File: src/rtl/mac_stop_pkg.sv
// Shared types and index-width helpers for the mac_stop matrix-multiply controller.
package mac_stop_pkg;

    typedef enum logic [1:0] {
        IDLE  = 2'd0,
        MAC   = 2'd1,
        WRITE = 2'd2,
        DONE  = 2'd3
    } state_t;

    // Index width for a dimension; a dimension of 1 still needs a 1-bit index.
    function automatic int unsigned idx_w(input int unsigned n);
        return (n > 1) ? $clog2(n) : 1;
    endfunction

endpackage

File: src/rtl/mac_stop_addr_gen.sv
// Nested i/j/k index counters for the C = A x B sequencer; each wraps at its bound-1.
module mac_stop_addr_gen
    import mac_stop_pkg::*;
#(
    parameter int unsigned M = 4,
    parameter int unsigned K = 4,
    parameter int unsigned N = 4
) (
    input  logic                  clk,
    input  logic                  resetn,
    input  logic                  clear,
    input  logic                  adv_k,
    input  logic                  adv_ij,
    output logic [idx_w(M)-1:0]   i,
    output logic [idx_w(N)-1:0]   j,
    output logic [idx_w(K)-1:0]   k,
    output logic                  k_last,
    output logic                  ij_last
);

    localparam int unsigned IW = idx_w(M);
    localparam int unsigned JW = idx_w(N);
    localparam int unsigned KW = idx_w(K);

    localparam logic [IW-1:0] I_MAX = IW'(M - 1);
    localparam logic [JW-1:0] J_MAX = JW'(N - 1);
    localparam logic [KW-1:0] K_MAX = KW'(K - 1);

    assign k_last  = (k == K_MAX);
    assign ij_last = (i == I_MAX) && (j == J_MAX);

    // adv_ij finishes one C element: restart k and step j, carrying into i.
    always_ff @(posedge clk) begin
        if (!resetn || clear) begin
            i <= '0;
            j <= '0;
            k <= '0;
        end else if (adv_ij) begin
            k <= '0;
            if (j == J_MAX) begin
                j <= '0;
                i <= (i == I_MAX) ? '0 : i + 1'b1;
            end else begin
                j <= j + 1'b1;
            end
        end else if (adv_k) begin
            k <= k_last ? '0 : k + 1'b1;
        end
    end

endmodule

File: src/rtl/mac_stop_ctrl.sv
// Matrix-multiply initiator: reads A/B from the store, accumulates dot products, writes C.
module mac_stop_ctrl
    import mac_stop_pkg::*;
#(
    parameter int unsigned M = 4,
    parameter int unsigned K = 4,
    parameter int unsigned N = 4,
    parameter int unsigned DATA_WIDTH_INIT_MATRIX = 32,
    parameter int unsigned DATA_WIDTH_RESULT_MATRIX = DATA_WIDTH_INIT_MATRIX * 2 + $clog2(K)
) (
    input  logic                                clk,
    input  logic                                resetn,
    input  logic                                start,
    input  logic                                stop,
    output logic                                busy,
    output logic                                done,
    output logic [idx_w(M)-1:0]                 row_addr_a,
    output logic [idx_w(K)-1:0]                 col_addr_a,
    output logic [idx_w(K)-1:0]                 row_addr_b,
    output logic [idx_w(N)-1:0]                 col_addr_b,
    output logic [idx_w(M)-1:0]                 row_addr_c,
    output logic [idx_w(N)-1:0]                 col_addr_c,
    output logic                                matrix_a_re,
    output logic                                matrix_b_re,
    output logic                                matrix_c_re,
    output logic                                matrix_a_we,
    output logic                                matrix_b_we,
    output logic                                matrix_c_we,
    output logic [DATA_WIDTH_RESULT_MATRIX-1:0] data_in_c,
    input  logic [DATA_WIDTH_INIT_MATRIX-1:0]   data_out_a,
    input  logic [DATA_WIDTH_INIT_MATRIX-1:0]   data_out_b
);

    localparam int unsigned W  = DATA_WIDTH_INIT_MATRIX;
    localparam int unsigned RW = DATA_WIDTH_RESULT_MATRIX;

    state_t state_q, state_d;

    logic [idx_w(M)-1:0] i;
    logic [idx_w(N)-1:0] j;
    logic [idx_w(K)-1:0] k;
    logic                k_last, ij_last;
    logic                clear, adv_k, adv_ij;
    logic [2*W-1:0]      prod;
    logic [RW-1:0]       acc;

    mac_stop_addr_gen #(
        .M (M),
        .K (K),
        .N (N)
    ) u_addr_gen (
        .clk     (clk),
        .resetn  (resetn),
        .clear   (clear),
        .adv_k   (adv_k),
        .adv_ij  (adv_ij),
        .i       (i),
        .j       (j),
        .k       (k),
        .k_last  (k_last),
        .ij_last (ij_last)
    );

    always_ff @(posedge clk) begin
        if (!resetn) begin
            state_q <= IDLE;
        end else begin
            state_q <= state_d;
        end
    end

    always_comb begin
        state_d = state_q;
        case (state_q)
            IDLE:    if (start && !stop) state_d = MAC;
            MAC:     if (stop) state_d = IDLE;
                     else if (k_last) state_d = WRITE;
            WRITE:   if (stop) state_d = IDLE;
                     else if (ij_last) state_d = DONE;
                     else state_d = MAC;
            DONE:    state_d = IDLE;
            default: state_d = IDLE;
        endcase
    end

    // Leaving DONE also clears, so IDLE always presents zero on every output.
    assign clear  = ((state_q == IDLE) && start && !stop)
                  || ((state_q != IDLE) && stop)
                  || (state_q == DONE);
    assign adv_k  = (state_q == MAC) && !stop && !k_last;
    assign adv_ij = (state_q == WRITE) && !stop;

    assign prod = data_out_a * data_out_b;

    always_ff @(posedge clk) begin
        if (!resetn || clear) begin
            acc <= '0;
        end else if (state_q == MAC) begin
            acc <= ((k == '0) ? '0 : acc) + RW'(prod);
        end
    end

    assign busy        = (state_q == MAC) || (state_q == WRITE);
    assign done        = (state_q == DONE) && !stop;
    assign matrix_a_re = (state_q == MAC);
    assign matrix_b_re = (state_q == MAC);
    assign matrix_c_re = 1'b0;
    assign matrix_a_we = 1'b0;
    assign matrix_b_we = 1'b0;
    assign matrix_c_we = (state_q == WRITE) && !stop;
    assign data_in_c   = acc;

    assign row_addr_a = i;
    assign col_addr_a = k;
    assign row_addr_b = k;
    assign col_addr_b = j;
    assign row_addr_c = i;
    assign col_addr_c = j;

endmodule
File: config.mk
export PLATFORM = sky130hd
export DESIGN_NAME = mac_stop_ctrl
export DESIGN_NICKNAME = d
export VERILOG_FILES = /design/src/rtl/mac_stop_pkg.sv /design/src/rtl/mac_stop_addr_gen.sv /design/src/rtl/mac_stop_ctrl.sv
export SDC_FILE = /design/constraint.sdc
export NUM_CORES = 2
export LEC_CHECK = 0
export CAP_MARGIN = 15
export CORE_MARGIN = 2
export CORE_UTILIZATION = 50
export CTS_BUF_LIST = sky130_fd_sc_hd__clkbuf_8
export DETAILED_ROUTE_END_ITERATION = 10
export PLACE_DENSITY = 0.7
export SYNTH_ARGS = -nofsm -noshare
export SYNTH_HDL_FRONTEND = slang
export SYNTH_SLANG_ARGS = --single-unit
File: constraint.sdc
create_clock -name clk -period 11.6 [get_ports clk]
set_input_delay 3.48 -clock clk [delete_from_list [all_inputs] [get_ports clk]]
set_output_delay 3.48 -clock clk [all_outputs]
set_load 0.1 [all_outputs]
==> results by group <==
Synth
  – Post-synthesis cell count: 4329
  – Area contributors post-synth: fa_1 50%, inv_1 10%, and2_1 8.7%, ha_1 8.5%, nand2_1 5.5%
  – Cell taking the most area after synthesis: fa_1
  – Syn Area/Cell: about 9 sq um
  – Yosys warns: 0
  – Synthesized area: a little under 40000 sq um
  – Yosys reg bits: 74
  – Synth top area share: between 50% and 60%
  – Post-synth ARST share: 0%
  – Synth cell types: 70
  – Post-synth EDFFs: 0
  – Post-synthesis sequential area ratio: 3.85%
  – Ys flop type: dfxtp_1

Timing
  – Worst setup skew after layout: ~0.010 ns
  – Slew @ Worst Pin: around 1.1 ns
  – Max Slew Vio Count: 0
  – Setup-failing EPs final: 0
  – Slew headroom: about a quarter
  – Final setup TNS: 0 ns
  – Final Cycle Share: ~96%
  – Max Fclk: 89.4 MHz
  – Unrepaired setup endpoints after global routing: no
  – PnR worst setup slack: about 0.41 ns
  – Tmin final: 11.19 ns
  – Final Hold Viols: 0

Clocking
  – Root buf cell: clkbuf_8
  – Setup Fix Bufs, Post-CTS: 0
  – Htree depth: 3
  – Post-CTS Hold Fix Bufs: 0
  – CTS clk-pin slew, worst paths: ~0.090 ns
  – TritonCTS clock tree: done
  – Post-cts resize count: 0
  – CTS sink cnt: 74
  – Num CTS Buffers: 9
  – Worst-Skew Late Latency: approximately 0.39 ns
  – CTS Buffer Depth: 2

Critical path
  – CP most frequent cell: fa_1
  – Arrival @ worst endpoint: 11.45 ns
  – Type of origin of the critical path: input pin
  – Max incr delay on CP: approximately 0.69 ns
  – Critical path's top delay family: adder cells
  – WP data required: 11.86 ns
  – CP cell instances: clkdlybuf4s50_1 -> buf_4 -> nand2_1 -> fa_1 -> inv_1 -> fa_1 -> fa_1 -> fa_1 -> fa_1 -> fa_1 -> fa_1 -> inv_1 -> fa_1 -> inv_1 -> ha_1 -> a21oi_1 -> a21boi_0 -> a311oi_1 -> o211ai_1 -> o21ai_1 -> o21ai_1 -> a211oi_1 -> xor2_1 -> o21ai_1
  – CP bufs+invs: 5
  – CP max-delay cell: clkdlybuf4s50_1
  – CP endpoint kind: flop
  – Crit path max fanout: 25
  – Setup CP Type: in -> reg

Cells and area
  – Register Area: between 1000 and 1500 sq um
  – Area added between synthesis and finish: 8.39%
  – Layout cells sized above 1: approximately 3.5%
  – Final net count: roughly 5700
  – Most common cell after layout, fill and taps aside: inv_1
  – Footprint of the multi-input gates: between 30000 and 40000 sq um
  – Most frequent cells in the layout: 1066 x inv_1, 962 x fa_1, 566 x nand2_1
  – Fill cell count: 6989

Floorplan
  – Boundary Pins: ~150
  – Die area: a little under 80000 sq um
  – Core area: approximately 76000 sq um
  – Initial Utilization: 50.6%
  – Chip Height: 281 um
  – Die width: approximately 280 um
  – Rows: just over 100

Global route
  – Vias in the first global route: 31100
  – Largest net degree at the start of global routing: between 50 and 60
  – Remaining global-route overflow: 0
  – GRT Total Usage: 27.1%
  – Initial antenna violation count: 2
  – First-pass GRT wire length: ~170 mm

Min path
  – Hold crit path type: reg -> reg

Routing
  – DR vias: about 28000
  – DRT Pass-1 Iters: 5
  – DR WL/cell: around 19 um
  – Via/cell ratio: 5.27
  – DRT Wirelength: 101 mm
  – Initial detailed-routing violation count: between 2000 and 2500
  – DRC errors left: 0
  – ANT nets after route: 0

Placed design
  – Placer Congestion: 0.932
  – Place WS: around 0.13 ns
  – Port bufs: 150
  – DP Wirelength: a little under 90 mm

Job
  – Max_cap viols: 0

Status
  – Status: complete, no violations
==> worst min-delay path, delay by kind of cell (launching register included) <==
| family | cells | cell delay, ns |
|---|---|---|
| AO/OA/AOI/OAI | 1 | 0.05 |
| AND/OR/NAND/NOR | 1 | 0.05 |
| flip-flops | 1 | 0.33 |
==> worst paths after layout <==
kind                         from            end  slack [ns]  depth (start not counted)
setup / recovery   data_out_b[22]  data_in_c[59]        0.41                         24
hold reg to reg     data_in_c[33]  data_in_c[33]        0.47                          2
setup reg to reg  u_addr_gen.k[0]  data_in_c[59]        3.10                         26
hold / removal      data_in_c[33]  data_in_c[33]        0.47                          2
==> routing by layer <==
layer,global-route usage (%),wire length [um]
met1,39.2,45000
met3,3.48,6880
met4,6.25,2260
met2,43.8,46600
met5,0,0
==> registers in the layout, summed over array words and instances, names as in the netlist <==
signal	count
data_in_c	66
state_q	2
u_addr_gen.i	2
u_addr_gen.j	2
u_addr_gen.k	2
==> final cells by class <==
type,count,share of cell area (%)
sequential,74,3.55
multi-input combinational,2944,76.8
timing repair buffer,273,6.50
antenna,1,0.00600
clock inverter,5,0.111
tap,1030,3.09
inverter,1063,9.56
clock buffer,11,0.363
==> synthesized netlist by cell type, drive strengths merged, types with 3 or more instances <==
cell type and count:
a2111oi 5, a211oi 11, a21boi 5, a21o 36, a21oi 80, a311oi 3
a31o 4, a31oi 10, a32o 3, and2 537, and3 10, buf 19
clkbuf 231, dfxtp 74, fa 962, ha 262, inv 1063, mux2i 42
nand2 566, nand2b 21, nand3 20, nand4 17, nor2 88, nor2b 56
nor3 15, nor4 3, o211ai 5, o21a 8, o21ai 56, o21bai 20
o311ai 3, o31ai 4, or3 3, xnor2 30, xor2 25
==> metrics by stage <==
step | instances | util, % | cell area [sq um] | hold slack [ns]
3_5_place_dp | 5384 | 54.6 | 41500 | 0.462
3_3_place_gp | 5384 | 54.6 | 41500 | 0.458
2_1_floorplan | 4331 | - | 38500 | 0.527
4_1_cts | 5400 | 54.8 | 41700 | 0.476
5_1_grt | 5401 | 54.8 | 41700 | 0.524
6_report | 5401 | 54.8 | 41700 | 0.474
==> logic make-up after synthesis <==
logic type	share of synthesized area, %
and+or+nand+nor	17.5
buffers and inverters	12.9
adders and majority gates	58.5
AOI/OAI and AO/OA	4.78
DFF	3.85
xor gates and xnor gates	1.25
muxes	1.09
other	0.00974
Power is left out: the tool's default activity adds up to more than one toggle a clock period on the data nets, which glitch-free logic cannot reach.
